[src/rtl/alut_aging_engine13.sv]
// Address-table aging engine: time base, single-entry age check and
// table-wide invalidation scans (aged / all / by port) over a memory port.
module alut_aging_engine13 #(
  parameter int unsigned ADDR_W = 8,
  parameter int unsigned TIME_W = 32,
  parameter int unsigned MAC_W  = 48,
  parameter int unsigned PORT_W = 2,
  localparam int unsigned DATA_W = 1 + TIME_W + PORT_W + MAC_W
) (
  input  logic              pclk13,
  input  logic              n_p_reset13,
  input  logic [2:0]        command,
  input  logic [7:0]        div_clk13,
  input  logic              check_age13,
  input  logic [TIME_W-1:0] last_accessed13,
  input  logic [TIME_W-1:0] best_bfr_age13,
  input  logic [PORT_W-1:0] inv_port13,
  input  logic              mem_gnt13,
  input  logic [DATA_W-1:0] mem_read_data13,
  output logic [TIME_W-1:0] curr_time13,
  output logic              mem_req13,
  output logic              mem_write13,
  output logic [ADDR_W-1:0] mem_addr13,
  output logic [DATA_W-1:0] mem_write_data13,
  output logic [MAC_W-1:0]  lst_inv_addr13,
  output logic [PORT_W-1:0] lst_inv_port13,
  output logic [ADDR_W:0]   inval_cnt13,
  output logic              age_confirmed13,
  output logic              age_ok13,
  output logic              inval_in_prog13,
  output logic              scan_done13,
  output logic              age_check_active13
);

  localparam logic [2:0] CMD_AGED = 3'b010;
  localparam logic [2:0] CMD_ALL  = 3'b011;
  localparam logic [2:0] CMD_PORT = 3'b100;

  localparam logic [ADDR_W-1:0] PTR_LAST = {ADDR_W{1'b1}};
  localparam logic [ADDR_W-1:0] PTR_ONE  = {{(ADDR_W-1){1'b0}}, 1'b1};
  localparam logic [ADDR_W:0]   CNT_ONE  = {{ADDR_W{1'b0}}, 1'b1};
  localparam logic [TIME_W-1:0] TIME_ONE = {{(TIME_W-1){1'b0}}, 1'b1};

  typedef enum logic [2:0] {S_IDLE, S_RD, S_RWAIT, S_EVAL, S_WR, S_CHK} state_t;
  typedef enum logic [1:0] {MODE_ALL, MODE_AGED, MODE_PORT} mode_t;

  state_t              state, state_nxt;
  mode_t               mode, mode_nxt;
  logic [ADDR_W-1:0]   ptr, ptr_nxt;
  logic [DATA_W-1:0]   entry, entry_nxt;
  logic [7:0]          div_cnt;

  logic [ADDR_W:0]     inval_cnt_nxt;
  logic [MAC_W-1:0]    lst_addr_nxt;
  logic [PORT_W-1:0]   lst_port_nxt;
  logic                in_prog_nxt, done_nxt, conf_nxt, ok_nxt, active_nxt;
  logic                req_nxt, wr_nxt;
  logic [ADDR_W-1:0]   addr_nxt;
  logic                advance;

  logic                entry_valid;
  logic [TIME_W-1:0]   entry_ts;
  logic [PORT_W-1:0]   entry_port;
  logic [MAC_W-1:0]    entry_mac;
  logic [TIME_W-1:0]   entry_elapsed;
  logic [TIME_W-1:0]   chk_elapsed;
  logic                entry_hit;

  assign mem_write_data13 = '0;

  // Field extraction and age arithmetic (modular elapsed time)
  assign entry_valid   = entry[DATA_W-1];
  assign entry_ts      = entry[MAC_W+PORT_W +: TIME_W];
  assign entry_port    = entry[MAC_W +: PORT_W];
  assign entry_mac     = entry[MAC_W-1:0];
  assign entry_elapsed = curr_time13 - entry_ts;
  assign chk_elapsed   = curr_time13 - last_accessed13;
  assign entry_hit     = entry_valid &&
                         (((mode == MODE_AGED) && (entry_elapsed >= best_bfr_age13)) ||
                          ((mode == MODE_PORT) && (entry_port == inv_port13)));

  // Time base: one tick every div_clk13+1 cycles
  always_ff @(posedge pclk13 or negedge n_p_reset13) begin
    if (!n_p_reset13) begin
      div_cnt     <= '0;
      curr_time13 <= '0;
    end else if (div_cnt == div_clk13) begin
      div_cnt     <= '0;
      curr_time13 <= curr_time13 + TIME_ONE;
    end else begin
      div_cnt     <= div_cnt + 8'd1;
    end
  end

  // State and registered outputs
  always_ff @(posedge pclk13 or negedge n_p_reset13) begin
    if (!n_p_reset13) begin
      state              <= S_IDLE;
      mode               <= MODE_ALL;
      ptr                <= '0;
      entry              <= '0;
      inval_cnt13        <= '0;
      lst_inv_addr13     <= '0;
      lst_inv_port13     <= '0;
      inval_in_prog13    <= 1'b0;
      scan_done13        <= 1'b0;
      age_confirmed13    <= 1'b0;
      age_ok13           <= 1'b0;
      age_check_active13 <= 1'b0;
      mem_req13          <= 1'b0;
      mem_write13        <= 1'b0;
      mem_addr13         <= '0;
    end else begin
      state              <= state_nxt;
      mode               <= mode_nxt;
      ptr                <= ptr_nxt;
      entry              <= entry_nxt;
      inval_cnt13        <= inval_cnt_nxt;
      lst_inv_addr13     <= lst_addr_nxt;
      lst_inv_port13     <= lst_port_nxt;
      inval_in_prog13    <= in_prog_nxt;
      scan_done13        <= done_nxt;
      age_confirmed13    <= conf_nxt;
      age_ok13           <= ok_nxt;
      age_check_active13 <= active_nxt;
      mem_req13          <= req_nxt;
      mem_write13        <= wr_nxt;
      mem_addr13         <= addr_nxt;
    end
  end

  // Next-state and next-output logic
  always_comb begin
    state_nxt     = state;
    mode_nxt      = mode;
    ptr_nxt       = ptr;
    entry_nxt     = entry;
    inval_cnt_nxt = inval_cnt13;
    lst_addr_nxt  = lst_inv_addr13;
    lst_port_nxt  = lst_inv_port13;
    in_prog_nxt   = inval_in_prog13;
    done_nxt      = 1'b0;
    conf_nxt      = 1'b0;
    ok_nxt        = 1'b0;
    req_nxt       = mem_req13;
    wr_nxt        = mem_write13;
    addr_nxt      = mem_addr13;
    advance       = 1'b0;

    case (state)
      S_IDLE: begin
        if ((command == CMD_ALL) || (command == CMD_AGED) || (command == CMD_PORT)) begin
          ptr_nxt       = '0;
          inval_cnt_nxt = '0;
          in_prog_nxt   = 1'b1;
          addr_nxt      = '0;
          req_nxt       = 1'b1;
          if (command == CMD_ALL) begin
            mode_nxt  = MODE_ALL;
            state_nxt = S_WR;
            wr_nxt    = 1'b1;
          end else begin
            mode_nxt  = (command == CMD_AGED) ? MODE_AGED : MODE_PORT;
            state_nxt = S_RD;
            wr_nxt    = 1'b0;
          end
        end else if (check_age13) begin
          state_nxt = S_CHK;
        end
      end
      S_RD: begin
        if (mem_gnt13) begin
          state_nxt = S_RWAIT;
          req_nxt   = 1'b0;
        end
      end
      S_RWAIT: begin
        entry_nxt = mem_read_data13;
        state_nxt = S_EVAL;
      end
      S_EVAL: begin
        if (entry_hit) begin
          state_nxt = S_WR;
          req_nxt   = 1'b1;
          wr_nxt    = 1'b1;
          addr_nxt  = ptr;
        end else begin
          advance = 1'b1;
        end
      end
      S_WR: begin
        if (mem_gnt13) begin
          inval_cnt_nxt = inval_cnt13 + CNT_ONE;
          if (mode != MODE_ALL) begin
            lst_addr_nxt = entry_mac;
            lst_port_nxt = entry_port;
          end
          req_nxt = 1'b0;
          wr_nxt  = 1'b0;
          advance = 1'b1;
        end
      end
      S_CHK: begin
        conf_nxt  = 1'b1;
        ok_nxt    = (chk_elapsed < best_bfr_age13);
        state_nxt = S_IDLE;
      end
      default: state_nxt = S_IDLE;
    endcase

    // Step to the next table entry or finish the scan
    if (advance) begin
      if (ptr == PTR_LAST) begin
        done_nxt    = 1'b1;
        in_prog_nxt = 1'b0;
        state_nxt   = S_IDLE;
        req_nxt     = 1'b0;
        wr_nxt      = 1'b0;
      end else begin
        ptr_nxt  = ptr + PTR_ONE;
        addr_nxt = ptr + PTR_ONE;
        req_nxt  = 1'b1;
        if (mode == MODE_ALL) begin
          state_nxt = S_WR;
          wr_nxt    = 1'b1;
        end else begin
          state_nxt = S_RD;
          wr_nxt    = 1'b0;
        end
      end
    end

    active_nxt = (state_nxt != S_IDLE);
  end

endmodule

[config.mk]
export PLATFORM = sky130hd
export DESIGN_NAME = alut_aging_engine13
export DESIGN_NICKNAME = d
export VERILOG_FILES = /design/src/rtl/alut_aging_engine13.sv
export SDC_FILE = /design/constraint.sdc
export NUM_CORES = 1
export LEC_CHECK = 0
export ABC_AREA = 1
export CAP_MARGIN = 20
export CORE_UTILIZATION = 40
export DETAILED_ROUTE_END_ITERATION = 10
export GPL_TIMING_DRIVEN = 1
export PLACE_DENSITY = 0.76
export SLEW_MARGIN = 20
export SYNTH_ARGS = -nofsm -noshare
export SYNTH_HDL_FRONTEND = slang
export SYNTH_SLANG_ARGS = --single-unit
[constraint.sdc]
create_clock -name pclk13 -period 11.8 [get_ports pclk13]
set_input_delay 2.36 -clock pclk13 [delete_from_list [all_inputs] [get_ports pclk13]]
set_output_delay 2.36 -clock pclk13 [all_outputs]
set_load 0.03 [all_outputs]
==> impl_metrics.yaml <==
setup_path:
  cp.arrival_ps: 5960
  critPathKind: "in -> reg"
  reg2reg_slack_ps: 6530
  cp-start-kind: "primary input"
  crit_required_ps: 12240
  worstPathBufferInverterCount: 3
  critPathTopFamily: "compound AO/OA/AOI/OAI gates"
  cp_slowest_stage_delay_ps: 470
  cp_common_cell: "nand2_1"
  path_cells: "clkdlybuf4s50_1 -> inv_1 -> ha_1 -> a21oi_1 -> nand2_1 -> nand2_1 -> nand3_1 -> nand2_1 -> o21ai_1 -> a21oi_1 -> o21ai_0 -> a21oi_1 -> inv_1 -> nand2_1 -> nand2_1 -> ha_1 -> a21oi_1 -> o21ai_0 -> nand3_1 -> nand2_1 -> nand2_1 -> a21oi_1 -> a2111o_1 -> a21oi_1"
  crit_path_top_delay_cell: "clkdlybuf4s50_1"
  worst-path-max-fanout: 5
  endpoint_kind: "register"
synth:
  syn_area_mm2: 0.0145
  synth_top_area_share: 0.363
  async_reset_ff_frac: 1.00
  synth_warnings: 0
  yosysSeqAreaShare: 0.363
  synth_flop_cell: "dfrtp_1"
  yosys.area.top_type: "dfrtp_1"
  syn_inst: 1815
  synth_cell_types: 49
  synth.area.top_cells: "dfrtp_1 36%, ha_1 11%, nand2_1 7.7%"
  synth.avg_cell_area_um2: 7.98
  ys_ff_latch: 210
  synth_edf_count: 0
detailed_routing:
  avgRoutedWirePerCell_um: 15.8
  routed_wl_um: 40500
  drtIter0Drc: 693
  dr.pass1.iters: 5
  drc_errors: 0
  vias: 12794
  antenna_left: 0
  via_per_inst: 4.99
run_status:
  status: "finished clean"
timing:
  tightest_slew_ps: 844
  period_needed_ps: 5520
  fin_setup_tns_ps: 0
  fmaxAchievable_mhz: 181
  hold_ws_ps: 487
  finalCritPeriodShare: 0.468
  clock_skew_ps: 12.9
  maxSlewHeadroom: 0.438
  drv_slew: 0
  hold_violations: 0
  finalSetupViolations: 0
  rsz0062_at_grt: "false"
floorplan:
  num_rows: 69
  fp.coreArea_mm2: 0.0356
  io_pins: 353
  start_util: 0.407
  die_h_um: 192
  die_w_um: 192
  dieArea_mm2: 0.0370
finish:
  nets: 2379
  drive_above_1_share: 0.0604
  final_cell_mix: "297 x nand2_1, 268 x clkdlybuf4s50_1, 262 x inv_1"
  num_antenna_cells: 0
  area_delta_synth_final_pct: 25.8
  layout_commonest_cell: "nand2_1"
global_route:
  grt_pass1_wl_um: 62300
  gr-total-overflow: 0
  grt_pass1_vias: 12348
  antenna_found_initial: 4
  grt_start_max_net_pins: 89
  track_usage: 0.213
power:
  p_int_mw: 2.22
  p_sw_mw: 1.54
  p_per_area_mw_per_mm2: 206
  max-vdd-ir-drop_mv: 0.153
  p_comb_frac: 0.481
  leakagePower_nw: 9.18
  seqPwrFrac: 0.304
  clkPwrFrac: 0.215
  total_power_mw: 3.76
  sw_frac_of_total: 0.409
clocking:
  clk_pin_slew_worst_paths_ps: 70
  clk_path_buf_depth: 3
  htreeDepth: 1
  cts_tree: "built"
  cts_num_sinks: 210
  holdBufCountCts: 0
  cts-buffers-inserted: 23
  ctsResizeCount: 0
  clk_latency_ps: 520
  root_buffer: "clkbuf_16"
  postCtsSetupRepairBufs: 0
placed_design:
  port_buffers: 269
  dpl.hpwl_um: 31900
  place_congestion: 0.951
min_path:
  holdCritPathClass: "reg -> reg"
job:
  drv_cap: 0
per-layer routing:
metal	up-vias	GRT usage	part of all wire
li1	6304	-	-
met1	5991	0.269	0.43
met2	428	0.372	0.49
met3	63	0.0378	0.065
met4	8	0.0597	0.023
met5	-	0	0.0012
worst register-to-register path: cells and delay by family, from the launching register on:
family | cells | cell delay (ps)
buffers and inverters | 4 | 350
and+or+nand+nor | 15 | 1910
DFF | 1 | 410
adders and majority gates | 3 | 920
AOI/OAI and AO/OA | 7 | 1530
power groups by stage:
stage / clock, mW / sequential (mW) / combinational (mW)
after CTS: 0.831 / 1.14 / 1.82
after detailed placement: 0 / 1.16 / 1.80
after floorplan: 0 / 1.32 / 1.06
after global placement: 0 / 1.14 / 1.74
final: 0.808 / 1.14 / 1.81
after global routing: 0.857 / 1.18 / 2.01
cells in the mapped netlist (6+ instances only):
library cell,instances
a21oi_1,191
a31oi_1,8
buf_1,7
buf_4,83
clkbuf_1,18
dfrtp_1,210
ha_1,129
inv_1,262
inv_2,6
mux2_2,49
nand2_1,299
nand3_1,52
nand4_1,21
nor2_1,168
nor2_2,6
nor3_1,29
o21a_1,6
o21ai_0,103
o21ai_1,13
xnor2_1,34
xor2_1,60
flip-flops by register name (all words and copies together), names as in the netlist:
name / cells
curr_time13: 32
mem_addr13: 8
state: 3
entry: 83
inval_in_prog13: 1
age_confirmed13: 1
age_check_active13: 1
mem_req13: 1
age_ok13: 1
scan_done13: 1
div_cnt: 8
mem_write13: 1
inval_cnt13: 9
lst_inv_port13: 2
mode: 2
lst_inv_addr13: 48
ptr: 8
cell families after synthesis:
group,count (synthesis),synth area share
multiplexers,49,0.0381
AO/OA/AOI/OAI,343,0.125
adder cells (fa/ha/maj),131,0.114
flip-flops,210,0.363
other,1,0.000259
buffers and inverters,379,0.120
XOR/XNOR,95,0.0579
AND/OR/NAND/NOR,607,0.182
final timing paths:
kind / startpoint / depth (start not counted) / to
setup / recovery: last_accessed13[2] / 24 / age_ok13
hold / removal: lst_inv_addr13[25] / 2 / lst_inv_addr13[25]
setup reg to reg: curr_time13[0] / 29 / mem_addr13[1]
hold reg to reg: lst_inv_addr13[25] / 2 / lst_inv_addr13[25]
max in group asynchronous: n_p_reset13 / 3 / curr_time13[2]
min in group asynchronous: n_p_reset13 / 1 / entry[29]
per-stage QoR:
stage          cells  utilization  area [um2]  worst slack [ps]
2_1_floorplan   1897            -       14800              6740
3_3_place_gp    2520        0.489       17400              5820
3_5_place_dp    2520        0.489       17400              5770
4_1_cts         2562        0.512       18200              6330
5_1_grt         2562        0.513       18200              5990
6_report        2562        0.513       18200              6280
layout make-up:
cell class                 count  area, um2
fill                        3251      17300
multi-input combinational   1308       7820
sequential                   210       5260
timing repair buffer         273       2730
inverter                     268       1010
clock buffer                  30        622
tap                          461        577
clock inverter                12        226
(Power assumes the default switching activity.)
